[config.mk]
export PLATFORM = sky130hd
export DESIGN_NAME = serial_add_ctrl
export DESIGN_NICKNAME = d
export VERILOG_FILES = /design/src/rtl/serial_add_ctrl.sv
export SDC_FILE = /design/constraint.sdc
export NUM_CORES = 1
export LEC_CHECK = 0
export ABC_CLOCK_PERIOD_IN_PS = 2200
export CAP_MARGIN = 15
export CORE_MARGIN = 1
export CORE_UTILIZATION = 49
export CTS_CLUSTER_DIAMETER = 30
export CTS_CLUSTER_SIZE = 8
export DETAILED_ROUTE_END_ITERATION = 8
export PLACE_DENSITY = 0.89
export SYNTH_ARGS = -nofsm -noshare
export SYNTH_HDL_FRONTEND = slang
export SYNTH_SLANG_ARGS = --single-unit
[constraint.sdc]
create_clock -name clk -period 2.2 [get_ports clk]
set_clock_uncertainty 0.15 [all_clocks]
set_input_delay 0.55 -clock clk [delete_from_list [all_inputs] [get_ports clk]]
set_output_delay 0.55 -clock clk [all_outputs]
set_load 0.01 [all_outputs]
[src/rtl/serial_add_ctrl.sv]
// Bit-serial adder sequencer: one shared full-adder cell, LSB first, one bit per clock.
// Result and carry-out are registered and announced with a single-cycle done pulse.
module serial_add_ctrl #(
    parameter int unsigned WIDTH = 8
) (
    input  logic             clk,
    input  logic             rst,
    input  logic             start,
    input  logic [WIDTH-1:0] a,
    input  logic [WIDTH-1:0] b,
    input  logic             cin,
    output logic             busy,
    output logic             done,
    output logic [WIDTH-1:0] sum,
    output logic             cout,
    output logic             ovf
);

    localparam int unsigned  CW   = (WIDTH > 1) ? $clog2(WIDTH) : 1;
    localparam logic [CW-1:0] LAST = CW'(WIDTH - 1);

    typedef enum logic [1:0] {StIdle, StRun, StDone} state_e;

    state_e          state_q, state_d;
    logic [WIDTH-1:0] opa_q, opa_d;
    logic [WIDTH-1:0] opb_q, opb_d;
    logic [WIDTH-1:0] sum_q, sum_d;
    logic [CW-1:0]    cnt_q, cnt_d;
    logic             carry_q, carry_d;
    logic             cout_q, cout_d;
    logic             ovf_q, ovf_d;

    logic fa_a, fa_b, fa_c, fa_sum, fa_carry;

    // The single full-adder cell shared by every bit position.
    assign fa_a     = opa_q[0];
    assign fa_b     = opb_q[0];
    assign fa_c     = carry_q;
    assign fa_sum   = fa_a ^ fa_b ^ fa_c;
    assign fa_carry = (fa_a & fa_b) | (fa_c & (fa_a ^ fa_b));

    always_comb begin
        state_d = state_q;
        opa_d   = opa_q;
        opb_d   = opb_q;
        sum_d   = sum_q;
        cnt_d   = cnt_q;
        carry_d = carry_q;
        cout_d  = cout_q;
        ovf_d   = ovf_q;
        case (state_q)
            StIdle: begin
                if (start) begin
                    opa_d   = a;
                    opb_d   = b;
                    carry_d = cin;
                    cnt_d   = '0;
                    sum_d   = '0;
                    state_d = StRun;
                end
            end
            StRun: begin
                // sum was cleared on accept, so OR-ing in the new bit places it at sum[cnt].
                sum_d   = sum_q | (WIDTH'(fa_sum) << cnt_q);
                carry_d = fa_carry;
                opa_d   = opa_q >> 1;
                opb_d   = opb_q >> 1;
                cnt_d   = cnt_q + CW'(1);
                if (cnt_q == LAST) begin
                    ovf_d   = carry_q ^ fa_carry;
                    cout_d  = fa_carry;
                    state_d = StDone;
                end
            end
            StDone: state_d = StIdle;
            default: state_d = StIdle;
        endcase
    end

    always_ff @(posedge clk) begin
        if (rst) begin
            state_q <= StIdle;
            opa_q   <= '0;
            opb_q   <= '0;
            sum_q   <= '0;
            cnt_q   <= '0;
            carry_q <= 1'b0;
            cout_q  <= 1'b0;
            ovf_q   <= 1'b0;
        end else begin
            state_q <= state_d;
            opa_q   <= opa_d;
            opb_q   <= opb_d;
            sum_q   <= sum_d;
            cnt_q   <= cnt_d;
            carry_q <= carry_d;
            cout_q  <= cout_d;
            ovf_q   <= ovf_d;
        end
    end

    assign busy = (state_q == StRun);
    assign done = (state_q == StDone);
    assign sum  = sum_q;
    assign cout = cout_q;
    assign ovf  = ovf_q;

endmodule

Word level (Yosys, flattened, before mapping)
Cells that the tools add are included.
{"block": "totals", "n_memories": 0, "wordCells": 40, "rom_bits": 0, "ram_bits": 0, "register_bits": 32, "latch_bits": 0}
{"block": "op_classes", "n_bitwise": 7, "n_eq_ne": 5, "div_mod_pow": 0, "n_shift": 1, "n_mux": 13, "n_reduce_logical": 5, "multipliers": 0, "addsub": 1, "magnitude_cmp": 0}
{"cell": "8-bit case mux with 2 select lines", "count": 3}
{"cell": "8-bit two-way mux", "count": 3}
{"cell": "8-bit bitwise OR", "count": 1}
{"cell": "1-bit by 3-bit left shift with 8-bit output", "count": 1}
{"cell": "3-bit case mux with 2 select lines", "count": 1}
{"cell": "2-bit AND reduction", "count": 3}
{"cell": "2-bit two-way mux", "count": 2}
{"cell": "2-bit case mux with 2 select lines", "count": 1}
{"cell": "3-bit by 1-bit adder with 3-bit output, second input constant", "count": 1}
{"cell": "3-bit == test, second input constant", "count": 1}
{"cell": "3-bit two-way mux", "count": 1}
{"cell": "1-bit bitwise XOR", "count": 3}
{"cell": "1-bit bitwise AND", "count": 2}
{"cell": "2-bit by 1-bit == test with 1-bit output, second input constant", "count": 1}
{"cell": "2-bit == test, second input constant", "count": 1}
{"cell": "2-bit zero test", "count": 1}
{"cell": "2-bit by 1-bit inequality test with 1-bit output, second input constant", "count": 1}
{"cell": "2-bit inequality test, second input constant", "count": 1}
{"cell": "1-bit case mux with 2 select lines", "count": 1}
{"cell": "2-bit nonzero test", "count": 1}
{"cell": "1-bit two-way mux", "count": 1}
{"cell": "1-bit bitwise OR", "count": 1}

Longest topological paths before layout
Gate-level depths: netlist (run 1).
{"block": "logic_depth", "ltp_word": 5, "depth_mapped": 6, "depth_no_buf": 5}

Least setup slack after synthesis (run 1)
OpenSTA, ideal clock, no wires.
{"block": "synth_timing", "kind": "reg2reg", "from": "reg opa_q[0]", "to": "reg sum_q[5] (netlist: sum[5])", "setup_time_ps": 117, "t_arrival_ps": 1482, "required_time_ps": 1933, "setup_slack_ps": 452, "path_stages_with_launch": 6, "n_path_buf": 0, "cell_sequence": "dfxtp_1 > inv_1 > fa_1 > and4bb_2 > nor2b_1 > a22o_1"}
{"block": "synth_between", "elab_chain_cells": 5}
{"element": "start, declared", "line": "25", "rtl": "logic [WIDTH-1:0] opa_q, opa_d;"}
{"element": "start signal, assigned", "line": "92", "rtl": "opa_q <= opa_d;"}
{"element": "1-bit bitwise XOR (2 in series)", "line": "39", "rtl": "assign fa_sum = fa_a ^ fa_b ^ fa_c;"}
{"element": "1-bit by 3-bit left shift with 8-bit output", "line": "64", "rtl": "sum_d = sum_q | (WIDTH'(fa_sum) << cnt_q);"}
{"element": "8-bit bitwise OR", "line": "64"}
{"element": "8-bit case mux with 2 select lines", "line": "51", "rtl": "case (state_q)"}
{"element": "end signal, assigned", "line": "94", "rtl": "sum_q <= sum_d;"}
{"element": "end, declared", "line": "27", "rtl": "logic [WIDTH-1:0] sum_q, sum_d;"}
No other way between the ends.
A chain may end at the register's enable or synchronous reset.

Worst setup path in the final report (run 1)
{"block": "layout_timing", "from": "reg state_q[1]", "to": "out done"}
{"block": "layout_between", "elab_chain_cells": 1}
{"element": "start, declared", "line": "24", "rtl": "state_e state_q, state_d;"}
{"element": "start signal, assigned", "line": "82", "rtl": "state_q <= StIdle;"}
{"element": "start signal, assigned", "line": "91", "rtl": "state_q <= state_d;"}
{"element": "2-bit == test", "line": "103", "rtl": "assign done = (state_q == StDone);"}
{"element": "end, declared", "line": "13", "rtl": "output logic done,"}
No other way between the ends.

==> results of run 1 <==
## final cells by class
class	instances	area (um2)
multi-input cells	94	667
clock buffers	7	65.1
fillers	208	763
flip-flops and latches	32	643
well taps	30	37.5
inverters	5	18.8
repair buffers	39	373
## tightest hold or removal path, stage by stage, from the launching register on
cell and delay [ns]:
dfxtp_1 0.32, nand2_1 0.05, a21oi_1 0.05
## repair_timing
item | CTS | global route
gates resized for setup | 2 | 2
endpoints found under the hold margin | 0 | 0
setup buffers | 0 | 0
setup endpoints to repair | 1 | 1
## cells in the final DEF (no fill, tap or decap)
master            n
nand2b_4          1
o21ai_0           2
nor3_1            2
o21bai_1          1
a311oi_1          1
dfxtp_1          30
and4bb_2          1
or3b_4            1
o21ba_2           1
nor4_1            4
fa_1              1
nand3b_1          3
a22oi_1           2
clkbuf_4          5
xnor2_1           1
mux2i_1          12
a32o_1            4
clkinv_1          1
buf_4             8
clkdlybuf4s50_1  30
a211oi_1         12
dlymetal6s2s_1    1
ha_1              2
nand3_1           1
inv_1             4
nor2b_4           1
o221a_2           1
nand2_1           1
dfxtp_2           2
a22o_1            4
nor2_1           26
clkbuf_8          2
nor2b_1           4
a21oi_1           5
## worst max-delay path by stage
stage                     from      to  slack, ns  cells past startpoint
global placement         start  sum[1]       0.11                      4
detailed placement       start  sum[0]       0.08                      4
floorplan             opa_q[0]  sum[5]       0.45                      5
finish              state_q[1]    done       0.07                      2
CTS                 state_q[0]    busy       0.03                      3
global route        state_q[1]    done      0.005                      2
## power groups by stage
| stage | Sequential [mW] | Combinational, mW | Clock [mW] |
|---|---|---|---|
| CTS | 0.635 | 0.183 | 0.378 |
| detailed placement | 0.647 | 0.181 | 0 |
| global placement | 0.644 | 0.173 | 0 |
| finish | 0.636 | 0.181 | 0.376 |
| global route | 0.639 | 0.201 | 0.407 |
| floorplan | 0.641 | 0.118 | 0 |
## metal layers
layer / GRT usage (%) / share of wire [%] / vias up
li1: - / - / 576
met1: 25.6 / 45 / 544
met2: 33.0 / 48 / 35
met3: 8.20 / 4.9 / 5
met4: 8.57 / 1.2 / 0
met5: 0 / 0 / -
## state kept, by name, indices dropped and copies added (netlist names)
name     cells
opa_q        8
opb_q        8
sum          8
cnt_q        3
state_q      2
carry_q      1
cout         1
ovf          1
## kinds of logic (layout without fill, tap and decap cells)
logic type / Yosys count / count (layout) / synth area share, %
AO/OA/AOI/OAI: 33 / 33 / 18.2
XOR/XNOR: 1 / 1 / 0.631
adder cells (fa/ha/maj): 3 / 3 / 3.24
buffers and inverters: 15 / 51 / 6.22
flip-flops: 32 / 32 / 46.1
multiplexers: 12 / 12 / 8.65
AND/OR/NAND/NOR: 45 / 45 / 16.9
## per-stage QoR
stage | total power, mW | instance area, um2
2_1_floorplan | 0.759 | 1390
3_3_place_gp | 0.817 | 1730
3_5_place_dp | 0.828 | 1730
4_1_cts | 1.20 | 1800
5_1_grt | 1.25 | 1800
6_report | 1.19 | 1800
==> key figures, run 1 <==
Synthesis
  – Synth warnings: 0
  – Distinct cells, synth: 32
  – Synthesized flop and latch total: 32
  – Number of synthesized flops with an enable pin: 0
  – Sequential-to-total area share from yosys stat: 46.1%
  – Synth Flop Type: dfxtp_1
  – Largest cells by area after synthesis: dfxtp_1, mux2i_1, nor2_1
  – Cell area after synthesis: 1390 um2
  – Mapped Cells: 141
  – Most common cell in the synthesized netlist: dfxtp_1
  – Top-area cell type share of the netlist area: 46.1%
  – Synth cell count leaders: dfxtp_1, nor2_1, a211oi_1, mux2i_1, a21oi_1
  – Async S/R FF share, synth: 0%
  – Most area-hungry cell type in the Yosys netlist: dfxtp_1
  – Syn avg cell area: 9.85 um2
  – Synthesized net count: 164

Clock tree
  – Worst skew pair latency: 0.33 ns
  – H-tree Lvls: 2
  – Worst-path clk slew: 0.09 ns
  – Hold buffer count at cts: 0
  – Num Clock Sinks: 32
  – Clock buffer depth: 2
  – Num CTS Buffers: 5
  – Root Driver: clkbuf_4
  – CTS tree: done

Placed design
  – Detailed Place HPWL: 2.15 mm
  – PortBufs: 31
  – Post-place setup slack: 0.0754 ns
  – Post-placement cell count: 200
  – GPL Wtd Cong: 0.751

Power and ir drop
  – P_sw: 0.302 mW
  – Clock Power Share: 31.5%
  – Comb pwr share: 15.2%
  – Static Leakage: 0.716 nW
  – Worst vdd rail ir drop: 0.564 mV
  – Net Sw Frac: 25.3%
  – Sequential power share: 53.3%
  – Pwr/cell area: 661 nW/um2
  – Int Power: 0.891 mW

Critical path
  – Worst r2r dst: sum[5]
  – CP delay by family, top: buffers and inverters
  – R2r startpoint: opa_q[0]
  – Critical path endpoint category: primary output
  – Worst path bufs/invs: 1
  – CP arrival: 1.43 ns
  – Max incr delay on CP: 0.55 ns
  – WS Path Type: reg -> out
  – R2r setup slk: 0.34 ns
  – Category of the worst setup path launch point: register
  – Crit-path max FO: 5
  – Cells on worst reg2reg path: 5
  – Req. time, crit path: 1.50 ns
  – Crit path cell chain: nor2b_1 -> clkdlybuf4s50_1
  – Slowest-stage cell, CP: clkdlybuf4s50_1

Detailed routing
  – Vias after detailed routing: 1160
  – Drt first pass iters: 5
  – Vias per cell: 5.60
  – Drc violations: 0
  – WL per Instance: 14.2 um
  – Initial DRC Count: 15
  – Final WL: 2.94 mm
  – Post-route ant nets: 0

Layout
  – Layout cell share with drive strength beyond 1: 13.0%
  – Ant. Diodes: 0
  – Nets: 200
  – Finished Layout Cells: 207
  – Area growth, synth to finish: 29.9%
  – Fin util: 70.3%

Die
  – Die Width: 55.2 um
  – Core Rows: 18
  – Top-Level Pins: 32
  – Core Box Area: 2570 um2
  – Starting density of the core: 54.1%
  – Die area: 3050 um2
  – Chip Height: 55.2 um

STA
  – Min Tclk post-route: 2.13 ns
  – Final hold vios: 0
  – Worst Tran Pin Value: 0.373 ns
  – Max-slew violation count: 0
  – WHS: 0.320 ns
  – Fin worst setup slack: 0.0700 ns
  – RSZ-0062 raised after global routing: false
  – Final setup TNS: 0 ns
  – Final setup violation count: 0
  – Fmax: 469 MHz
  – Final period util: 96.8%
  – Slew headroom: 74.9%

Run
  – Maxcap violations: 0

Worst hold path
  – Worst hold path depth: 2
  – Worst min path class: reg -> reg
  – Hold_sp: ovf
  – Hold Path End: ovf

Global route
  – Number of global-route vias before repair: 1100
  – Pin count of the biggest net entering global routing: 20
  – GRT Total Usage: 21.0%
  – First-pass GRT wire length: 4.97 mm
  – Grt total ovfl: 0
  – Initial antenna violation count: 0

Outcome
  – Outcome: finished, final reports clean
No activity file was read; power rests on OpenSTA's default activity.
==> run 2: changes to the inputs <==
--- a/config.mk
+++ b/config.mk
@@ -7,7 +7,6 @@
 export LEC_CHECK = 0
 export ABC_CLOCK_PERIOD_IN_PS = 2200
 export CAP_MARGIN = 15
-export CORE_MARGIN = 1
 export CORE_UTILIZATION = 49
 export CTS_CLUSTER_DIAMETER = 30
 export CTS_CLUSTER_SIZE = 8
==> results of run 2 <==
The final DEF is identical to that of run 1; final timing and power are the same.
==> run 3: changes to the inputs <==
--- a/config.mk
+++ b/config.mk
@@ -7,11 +7,11 @@
 export LEC_CHECK = 0
 export ABC_CLOCK_PERIOD_IN_PS = 2200
 export CAP_MARGIN = 15
-export CORE_UTILIZATION = 49
+export CORE_UTILIZATION = 40
 export CTS_CLUSTER_DIAMETER = 30
 export CTS_CLUSTER_SIZE = 8
 export DETAILED_ROUTE_END_ITERATION = 8
-export PLACE_DENSITY = 0.89
+export PLACE_DENSITY = 0.77
 export SYNTH_ARGS = -nofsm -noshare
 export SYNTH_HDL_FRONTEND = slang
 export SYNTH_SLANG_ARGS = --single-unit
==> run 3 against run 2 <==
- non-clock buffer count shrank 1
- via count down 2.2%
- maximum frequency rose by 11%
- critical endpoint is now cout
==> key figures, run 3 (same netlist as run 1, synthesis figures left out) <==
Outcome
  – Outcome: finished, final reports clean

Layout
  – Layout cell share with drive strength beyond 1: 12.4% (-0.56 points)
  – Area growth, synth to finish: 32.7%
  – Fin util: 55.2% (-15 points)
  – Nets: 199 (-0.50%)
  – Most common cell after layout, fill and taps aside: dfxtp_1
  – Design Area, Final: 1840 um2 (+2.1%)
  – Commonest cells after routing, fill and taps aside: dfxtp_1, clkdlybuf4s50_1, nor2_1
  – Ant. Diodes: 0 (unchanged)
  – Filler instances: 330 (+59%)

Critical path
  – Worst path bufs/invs: 1 (unchanged)
  – Crit path cell chain: clkdlybuf4s50_1
  – Req. time, crit path: 1.50 ns (about the same)
  – Category of the worst setup path launch point: register
  – Cells on worst reg2reg path: 5 (unchanged)
  – WS Path Type: reg -> out
  – Critical path endpoint category: primary output
  – CP delay by family, top: buffers and inverters
  – CP arrival: 1.23 ns (-0.20 ns)
  – Crit. path cell count: 1 (-1)
  – R2r setup slk: 0.35 ns (about the same)
  – Slowest-stage cell, CP: clkdlybuf4s50_1
  – Crit-path max FO: 2 (-3)
  – Max incr delay on CP: 0.54 ns (about the same)

Detailed routing
  – Final WL: 2.77 mm (-5.6%)
  – WL per Instance: 12.4 um (-12%)
  – Initial DRC Count: 25 (+10)
  – Drt first pass iters: 4 (-1)
  – Post-route ant nets: 0 (unchanged)
  – Vias after detailed routing: 1135 (-2.2%)
  – Drc violations: 0 (unchanged)
  – Vias per cell: 5.09 (-9.2%)

Power and ir drop
  – Worst vdd rail ir drop: 0.426 mV (-24%)
  – Pwr/cell area: 681 nW/um2 (+3.0%)
  – Static Leakage: 0.740 nW (+3.4%)
  – Tot Pwr: 1.26 mW (+5.2%)

Worst hold path
  – Worst min path class: reg -> reg
  – Worst hold path depth: 1 (-1)

Global route
  – Met3 Use GR: 5.97% (-2.2 points)
  – Number of global-route vias before repair: 1035 (-5.9%)
  – Initial antenna violation count: 0 (unchanged)
  – Met1 Usage GRT: 20.4% (-5.3 points)
  – First-pass GRT wire length: 4.53 mm (-8.8%)
  – Pin count of the biggest net entering global routing: 28 (+40%)
  – M2 GR Usage: 29.0% (-4.0 points)
  – Grt total ovfl: 0 (unchanged)
  – Gr busiest metal: met2
  – GRT Total Usage: 17.1% (-3.9 points)

Clock tree
  – Num Clock Sinks: 32 (unchanged)
  – Worst-path clk slew: 0.10 ns (about the same)
  – CTS tree: done
  – H-tree Lvls: 2 (unchanged)
  – Setup bufs post-CTS: 0 (unchanged)
  – Worst skew pair latency: 0.32 ns (about the same)
  – Root Driver: clkbuf_4
  – Hold buffer count at cts: 0 (unchanged)
  – Clock buffer depth: 2 (unchanged)
  – Num CTS Buffers: 5 (unchanged)

Placed design
  – Detailed Place HPWL: 2.07 mm (-3.4%)
  – PortBufs: 31 (unchanged)
  – GPL Wtd Cong: 0.823 (+9.6%)
  – Post-place setup slack: 0.0808 ns (+0.00546 ns)
  – Dpl cell area: 1750 um2 (+1.4%)

Die
  – Starting density of the core: 41.6% (-12 points)
  – Core Box Area: 3340 um2 (+30%)
  – Chip Height: 60.9 um (+10%)
  – Die Width: 60.9 um (+10%)
  – Top-Level Pins: 32 (unchanged)
  – Core Rows: 21 (+3)
  – Die area: 3710 um2 (+22%)

STA
  – Min Tclk post-route: 1.93 ns (-0.204 ns)
  – Max-slew violation count: 0 (unchanged)
  – Slew headroom: 71.3% (-3.6 points)
  – Final setup TNS: 0 ns (unchanged)
  – Fmax: 519 MHz (+11%)
  – Final setup violation count: 0 (unchanged)
  – Fin worst setup slack: 0.274 ns (+0.204 ns)
  – RSZ-0062 raised after global routing: false
  – Final period util: 87.6% (-9.3 points)
  – Worst Tran Pin Value: 0.426 ns (+0.0532 ns)
  – Final hold vios: 0 (unchanged)

Run
  – Maxcap violations: 0 (unchanged)
==> run 3: cell count changes in the layout (fill, tap and decap cells not counted), sizes merged <==
cell and change:
buf -1, bufinv +1, clkbuf -1, clkdlybuf4s50 -1
clkinv +1, dlymetal6s2s +1
==> run 3: report_power, final <==
group	switching, mW	total, mW	leakage [nW]	internal [mW]
Combinational	0.0827	0.183	0.434	0.0999
Sequential	0.0222	0.634	0.263	0.612
Clock	0.200	0.438	0.0422	0.238
Total	0.305	1.26	0.740	0.950
==> run 3: final timing paths <==
check,start,to
setup / recovery,cout,cout
hold / removal,sum[2],sum[2]
setup reg to reg,carry_q,sum[5]
hold reg to reg,sum[2],sum[2]
==> run 3: cell type report <==
class / instances / area [um2] / share of cell area, %
tap: 46 / 57.6 / 3.12
sequential: 32 / 643 / 34.9
multi-input combinational: 94 / 667 / 36.2
timing repair buffer: 38 / 380 / 20.6
clock buffer: 6 / 41.3 / 2.24
inverter: 5 / 18.8 / 1.02
clock inverter: 2 / 35.0 / 1.90
==> run 3: metrics by stage <==
| stage | instances | hold slack, ns |
|---|---|---|
| after floorplan | 141 | 0.304 |
| after global placement | 215 | 0.293 |
| after detailed placement | 215 | 0.303 |
| after CTS | 223 | 0.327 |
| after global routing | 223 | 0.338 |
| final | 223 | 0.322 |
==> run 3: metal layers <==
layer	share of wire [%]	wire, um	vias to the layer above
li1	-	-	581
met1	47	1290	518
met2	47	1310	31
met3	5.0	139	5
met4	1.0	29	0
met5	0	0	-
==> run 3: repair_timing <==
item | 4_1_cts | 5_1_grt
setup endpoints to repair | 1 | 2
endpoints found under the hold margin | 0 | 0
gates resized for setup | 1 | 4
